`src/rtl/imem_loader.sv`:
```
// Streaming instruction-memory loader: assembles a little-endian byte stream into
// 32-bit words, writes them to Imem from index 0, verifies a trailing checksum.
module imem_loader #(
  parameter int unsigned ADDR_W = 10
) (
  input  logic              clk,
  input  logic              rst,
  input  logic              start,
  input  logic [ADDR_W:0]   word_count,
  input  logic [7:0]        rx_data,
  input  logic              rx_valid,
  output logic              rx_ready,
  output logic              imem_we,
  output logic [ADDR_W-1:0] imem_addr,
  output logic [31:0]       imem_wdata,
  output logic              core_hold,
  output logic              done,
  output logic              err,
  output logic [ADDR_W:0]   words_loaded
);

  typedef enum logic [2:0] {
    IDLE,
    LOAD,
    WRITE,
    CHECK,
    DONE
  } state_t;

  localparam logic [ADDR_W:0] MAX_COUNT = {1'b1, {ADDR_W{1'b0}}};

  state_t              state, state_next;
  logic [ADDR_W:0]     count_q;
  logic [ADDR_W:0]     loaded_q;
  logic [1:0]          byte_idx;
  logic [23:0]         asm_q;
  logic [31:0]         acc_q;
  logic [31:0]         wdata_q;
  logic [ADDR_W-1:0]   addr_q;
  logic                err_q;
  logic                accept;
  logic                count_bad;
  logic                last_word;

  assign accept     = rx_valid & rx_ready;
  assign count_bad  = (word_count == '0) || (word_count > MAX_COUNT);
  assign last_word  = ((loaded_q + 1'b1) == count_q);

  always_ff @(posedge clk) begin
    if (rst) state <= IDLE;
    else     state <= state_next;
  end

  always_comb begin
    state_next = state;
    rx_ready   = 1'b0;
    imem_we    = 1'b0;
    unique case (state)
      IDLE, DONE: begin
        if (start) state_next = count_bad ? DONE : LOAD;
      end
      LOAD: begin
        rx_ready = 1'b1;
        if (rx_valid && byte_idx == 2'd3) state_next = WRITE;
      end
      WRITE: begin
        imem_we    = 1'b1;
        state_next = last_word ? CHECK : LOAD;
      end
      CHECK: begin
        rx_ready = 1'b1;
        if (rx_valid && byte_idx == 2'd3) state_next = DONE;
      end
      default: state_next = IDLE;
    endcase
  end

  // The write address/data registers are loaded on the 4th byte so they are
  // valid throughout WRITE and simply hold afterwards.
  always_ff @(posedge clk) begin
    if (rst) begin
      count_q  <= '0;
      loaded_q <= '0;
      byte_idx <= '0;
      asm_q    <= '0;
      acc_q    <= '0;
      wdata_q  <= '0;
      addr_q   <= '0;
      err_q    <= 1'b0;
    end else begin
      unique case (state)
        IDLE, DONE: begin
          if (start) begin
            if (count_bad) begin
              err_q <= 1'b1;
            end else begin
              err_q    <= 1'b0;
              count_q  <= word_count;
              loaded_q <= '0;
              acc_q    <= '0;
              byte_idx <= '0;
            end
          end
        end
        LOAD: begin
          if (accept) begin
            byte_idx <= byte_idx + 2'd1;
            if (byte_idx == 2'd3) begin
              wdata_q <= {rx_data, asm_q};
              addr_q  <= loaded_q[ADDR_W-1:0];
            end else begin
              asm_q[{byte_idx, 3'b000} +: 8] <= rx_data;
            end
          end
        end
        WRITE: begin
          acc_q    <= acc_q + wdata_q;
          loaded_q <= loaded_q + 1'b1;
        end
        CHECK: begin
          if (accept) begin
            byte_idx <= byte_idx + 2'd1;
            if (byte_idx == 2'd3) err_q <= ({rx_data, asm_q} != acc_q);
            else                  asm_q[{byte_idx, 3'b000} +: 8] <= rx_data;
          end
        end
        default: ;
      endcase
    end
  end

  assign imem_addr    = addr_q;
  assign imem_wdata   = wdata_q;
  assign done         = (state == DONE);
  assign err          = err_q;
  assign core_hold    = (state == DONE) ? err_q : 1'b1;
  assign words_loaded = loaded_q;

endmodule

```
`config.mk`:
```
export PLATFORM = sky130hd
export DESIGN_NAME = imem_loader
export DESIGN_NICKNAME = d
export VERILOG_FILES = /design/src/rtl/imem_loader.sv
export SDC_FILE = /design/constraint.sdc
export NUM_CORES = 1
export LEC_CHECK = 0
export CAP_MARGIN = 20
export CORE_AREA = 2 2 114 116
export CTS_CLUSTER_DIAMETER = 200
export DETAILED_ROUTE_END_ITERATION = 10
export DIE_AREA = 0 0 116 118
export GPL_TIMING_DRIVEN = 0
export PLACE_DENSITY = 0.88
export SLEW_MARGIN = 20
export SYNTH_ARGS = -nofsm -noshare
export SYNTH_HDL_FRONTEND = slang
export SYNTH_SLANG_ARGS = --single-unit
```
`constraint.sdc`:
```
create_clock -name clk -period 3.5 [get_ports clk]
set_input_delay 1.05 -clock clk [delete_from_list [all_inputs] [get_ports clk]]
set_output_delay 1.05 -clock clk [all_outputs]
set_load 0.03 [all_outputs]
```
Word-level counts from Yosys, hierarchy flattened. Cells that the tools add are included.

Input bits: 23. Output and inout port bits: 58. Register bits: 126.

Multiplexer cells: 25. Magnitude comparators: 1. Shifts and indexed selects: 2. Reductions and logical operators: 16. $add $sub $neg: 4. Equal/unequal tests: 14. Bitwise gates (word level): 3.

Operators with widths (count): $mux 32 (2); $pmux 32 s2 (1); $add 32x32->32 (1); $ne 32x32->1 (1); $bwmux 24 (1); $shift 8x7->24 const A (1); $shiftx 8x7->24 (1); $mux 11 (2); $pmux 11 s2 (1); $reduce_and 3->1 (5); $mux 3 (4); $ne 2x2->1 const B (6); $pmux 3 s4 (1); $add 11x1->11 const B (1); $eq 11x11->1 (1); $gt 11x11->1 const B (1); $logic_not 11->1 (1); $mux 2 (4); $reduce_and 4->1 (2); $mux 1 (7); $neg 5->7 (1); $eq 3x2->1 const B (2); $reduce_bool 2->1 (3); $pmux 2 s2 (1); other kinds (12) (14).

Logic depth before layout (Yosys ltp). Gate-level depths: netlist of the first run.

Depth after elaboration: 6. Mapped depth: 11.

Worst setup path before layout of the first run. OpenSTA, ideal clock, no wires.

Path kind: register to register. Start point: register wdata_q[0] (netlist: imem_wdata[0]). End point: register acc_q[30]. Data required time: 3438 ps. Arrival: 2845 ps. Cell stages (with the launch flop): 12. Path slack: 593 ps. Library setup time: 62 ps. Period minus slack after synthesis: 2907 ps. Cells stage by stage: dfxtp_1 > ha_1 > inv_1 > fa_1 > and2b_1 > o2111ai_1 > and4b_1 > o21ai_1 > a31oi_1 > o31a_1 > or4_1 > nand3_1.

Cells in the longest elaborated chain, start to end: 2.

RTL lines: from (decl) (line 38) `logic [31:0] wdata_q;`; from (signal assigned) (line 109) `wdata_q <= {rx_data, asm_q};`; $add 32x32->32 (line 117) `acc_q <= acc_q + wdata_q;`; $pmux 32 s2 (line 91) `unique case (state)`; to (signal assigned) (line 117); to (decl) (line 37) `logic [31:0] acc_q;`.

Every way passes these cells. A chain may end at the register's enable or synchronous reset.

Worst setup path in the final report of the first run.
Start point: register acc_q[0]. End point: register acc_q[30].

Cells in the longest elaborated chain, start to end: 2.

RTL lines (line): $add 32x32->32 (117); $pmux 32 s2 (91).

Every way passes these cells.

==> impl_metrics.toml, run 1 <==
[status]
status = "finished, final reports clean"

[clocking]
cts_hold_buf = 0
ctsRootBufferMaster = "clkbuf_16"
cts_tree = "yes"
cts_buffer_depth = 2
insertion_delay_ns = 0.42
clock_sinks = 126
path_clk_slew_ns = 0.06
cts_made_buffers = 17
post_cts_buffers = 0
htreeDepth = 4

[global_routing]
grt_pass1_vias = 6386
grt_pass1_wl_um = 32000
grt_start_max_net_pins = 17
grt-ovfl-total = 0
antenna_found_initial = 0
grtUsageTotal_pct = 29.7

[floorplan]
top_level_ports = 81
die_w_um = 116
core_area_sq_um = 12400
rows = 41
initial_core_util_pct = 54.7
die_h_um = 118
dieArea_sq_um = 13700

[synthesis]
synth-edff-count = 0
async_flop_share_pct = 0
synthSimpleGateAreaFrac_pct = 21.8
synth-seq-cells = 126
yosysMostFrequentCell = "nand2_1"
postSynthCellCount = 845
synthTopCellsByArea = "dfxtp_1 37%, nand2_1 8.3%, a21oi_1 7.4%"
synthXorXnorAreaFrac_pct = 9.28
yosys_warnings = 0
seq_area_frac_synth_pct = 37.1
synth_common_cells = "150 x nand2_1, 126 x dfxtp_1, 100 x a21oi_1"
synth_top_family_by_area = "simple AND/OR/NAND/NOR gates"
synth.top_cell.area_share_pct = 37.1
ys_types = 62
syn_area_sq_um = 6800
synthAdderAreaFrac_pct = 7.11
synth_nets = 906
synth_ff_type = "dfxtp_1"
synthMuxAreaShare_pct = 2.08
synth_compound_area_share_pct = 19.5
syn_area_per_cell_sq_um = 8.04
yosysTopAreaCell = "dfxtp_1"

[detailed_routing]
drc = 0
vias = 6726
totalWireLength_um = 20000
ant_nets = 0
drtIter0Drc = 556
drtPass1Iterations = 5
via_per_inst = 5.97
wl_per_cell_um = 17.7

[sta]
setup_viol = 0
tns_ns = 0
max_slew_margin_pct = 36.7
hold_viol = 0
rsz0062_at_grt = "no"
finalWorstSetupSlack_ns = 0.121
fmax_mhz = 296
finalCritPeriodShare_pct = 96.5
finClkSkew_ns = 0.00612
hold_slack_ns = 0.454
finalMaxSlewViolations = 0
finalCriticalPeriod_ns = 3.38
tightest_slew_ns = 0.948

[cells_and_area]
fin_util_pct = 67.6
layout-drive-gt1-share_pct = 5.03
syn_to_final_growth_pct = 23.4
antennaDiodeCount = 0
final_net_count = 1004

[power]
power.leakage_nw = 3.32
irDropWorstVdd_mv = 0.347
power_w = 0.00333
powerDensity_nw_per_um2 = 397

[critical_path]
worstPathCellList = "ha_1, inv_1, fa_1, and2b_1, o2111ai_1, and4b_1, o21ai_1, a31oi_1, o31a_1, or4_1, nand3_1"
cp_num_buf_inv = 1
critPathCaptureType = "flip-flop"
crit_family = "compound AO/OA/AOI/OAI gates"
start_kind = "flip-flop"
critPathSlowestCell = "or4_1"
crit_type = "reg -> reg"
crit_required_ns = 3.87
arrival_ns = 3.75
cp_slowest_stage_delay_ns = 0.48
crit_path_max_fanout = 5

[place]
dp_hpwl_um = 14200
dp_slack_ns = -0.317
port_buffers = 80
gp_congestion = 0.920

[min_path]
hold_path.class = "reg -> reg"

[flow_run]
cap_violations = 0
-- worst register-to-register path, stage by stage, from the launching register on --
cell and delay, ns:
dfxtp_1 0.41, ha_1 0.24, inv_1 0.08, fa_1 0.40, and2b_1 0.24, o2111ai_1 0.16
and4b_1 0.25, o21ai_1 0.31, a31oi_1 0.28, o31a_1 0.40, or4_1 0.48, nand3_1 0.08
-- where the power goes --
part	leakage, nW	internal (W)	switching [W]
sequential	1.02	0.00145	0.0000111
clock	0.284	0.00108	0.000631
combinational	2.02	0.0000627	0.000104
total	3.32	0.00259	0.000745
-- cell type report --
| class | count | area, sq um |
|---|---|---|
| Multi-Input combinational cell | 665 | 4070 |
| Fill cell | 1017 | 4030 |
| Sequential cell | 126 | 2520 |
| Timing Repair Buffer | 80 | 800 |
| Clock buffer | 24 | 512 |
| Tap cell | 172 | 215 |
| Buffer | 41 | 164 |
| Clock inverter | 6 | 57.6 |
| Inverter | 12 | 48.8 |
-- registers in the layout, summed over array words and instances, names as in the netlist --
register and flops:
acc_q 32, imem_wdata 32, asm_q 24, count_q 11
words_loaded 11, imem_addr 10, state 3, byte_idx 2
err 1
-- placed cells by master, fill, tap and decap left out, types with 4 or more instances in the layout --
cell and count:
xor2_1 39, dfxtp_1 126, nand4_1 10, mux2i_1 13, a22oi_1 15, or3_1 4, clkdlybuf4s50_1 79, clkinv_2 4
o21ai_0 31, a21oi_1 100, inv_1 11, o21a_1 4, nand3_1 41, clkbuf_16 17, nor2_1 62, and3_1 8
xnor2_1 32, nor3b_1 5, nand3b_1 7, nand2_1 150, nor4_1 10, ha_1 37, a31oi_1 5, nor3_1 6
and2_1 7, clkbuf_8 6, clkbuf_1 35, o211ai_1 7, buf_2 4, nor2b_1 6, a21o_1 14, a211oi_1 7
-- worst paths after layout --
kind,from,to,slack (ns),depth (start not counted)
max,acc_q[0]$_SDFFE_PP0P_,acc_q[30]$_SDFFE_PP0P_,0.12,11
min,imem_addr[9]$_SDFFE_PP0P_,imem_addr[9]$_SDFFE_PP0P_,0.45,2
max reg2reg,acc_q[0]$_SDFFE_PP0P_,acc_q[30]$_SDFFE_PP0P_,0.12,11
min reg2reg,imem_addr[9]$_SDFFE_PP0P_,imem_addr[9]$_SDFFE_PP0P_,0.45,2
-- logic make-up after synthesis --
logic type / after synthesis
fa+ha+maj: 38
mux: 14
flops: 126
xor+xnor: 72
simple gates: 327
compound gates: 214
buf+inv: 54
-- through the flow --
stage,area [sq um],std cells
global placement,7810,1097
floorplan,6800,845
detailed placement,7810,1097
CTS,8380,1126
finish,8390,1126
global route,8390,1126
-- per-layer routing --
layer	share of wire (%)	wire (um)	GRT usage, %	vias to the layer above
li1	-	-	-	3170
met1	40	8030	37.5	3134
met2	47	9370	47.0	339
met3	8.4	1680	6.85	83
met4	4.3	864	15.4	0
met5	0	0	0	-
-- timing repair --
action,CTS,global route
hold endpoints to repair,0,0
endpoints found under the setup margin,1,9
resized for setup,2,1
cloned,0,0
Power figures use the tool's default switching activity.
==> inputs of run 2 (changes only) <==
--- a/config.mk
+++ b/config.mk
@@ -12,7 +12,7 @@
 export DIE_AREA = 0 0 116 118
 export GPL_TIMING_DRIVEN = 0
 export PLACE_DENSITY = 0.88
-export SLEW_MARGIN = 20
+export SLEW_MARGIN = 10
 export SYNTH_ARGS = -nofsm -noshare
 export SYNTH_HDL_FRONTEND = slang
 export SYNTH_SLANG_ARGS = --single-unit
==> results of run 2 <==
No change in the layout: final DEF, timing and power equal those of run 1.
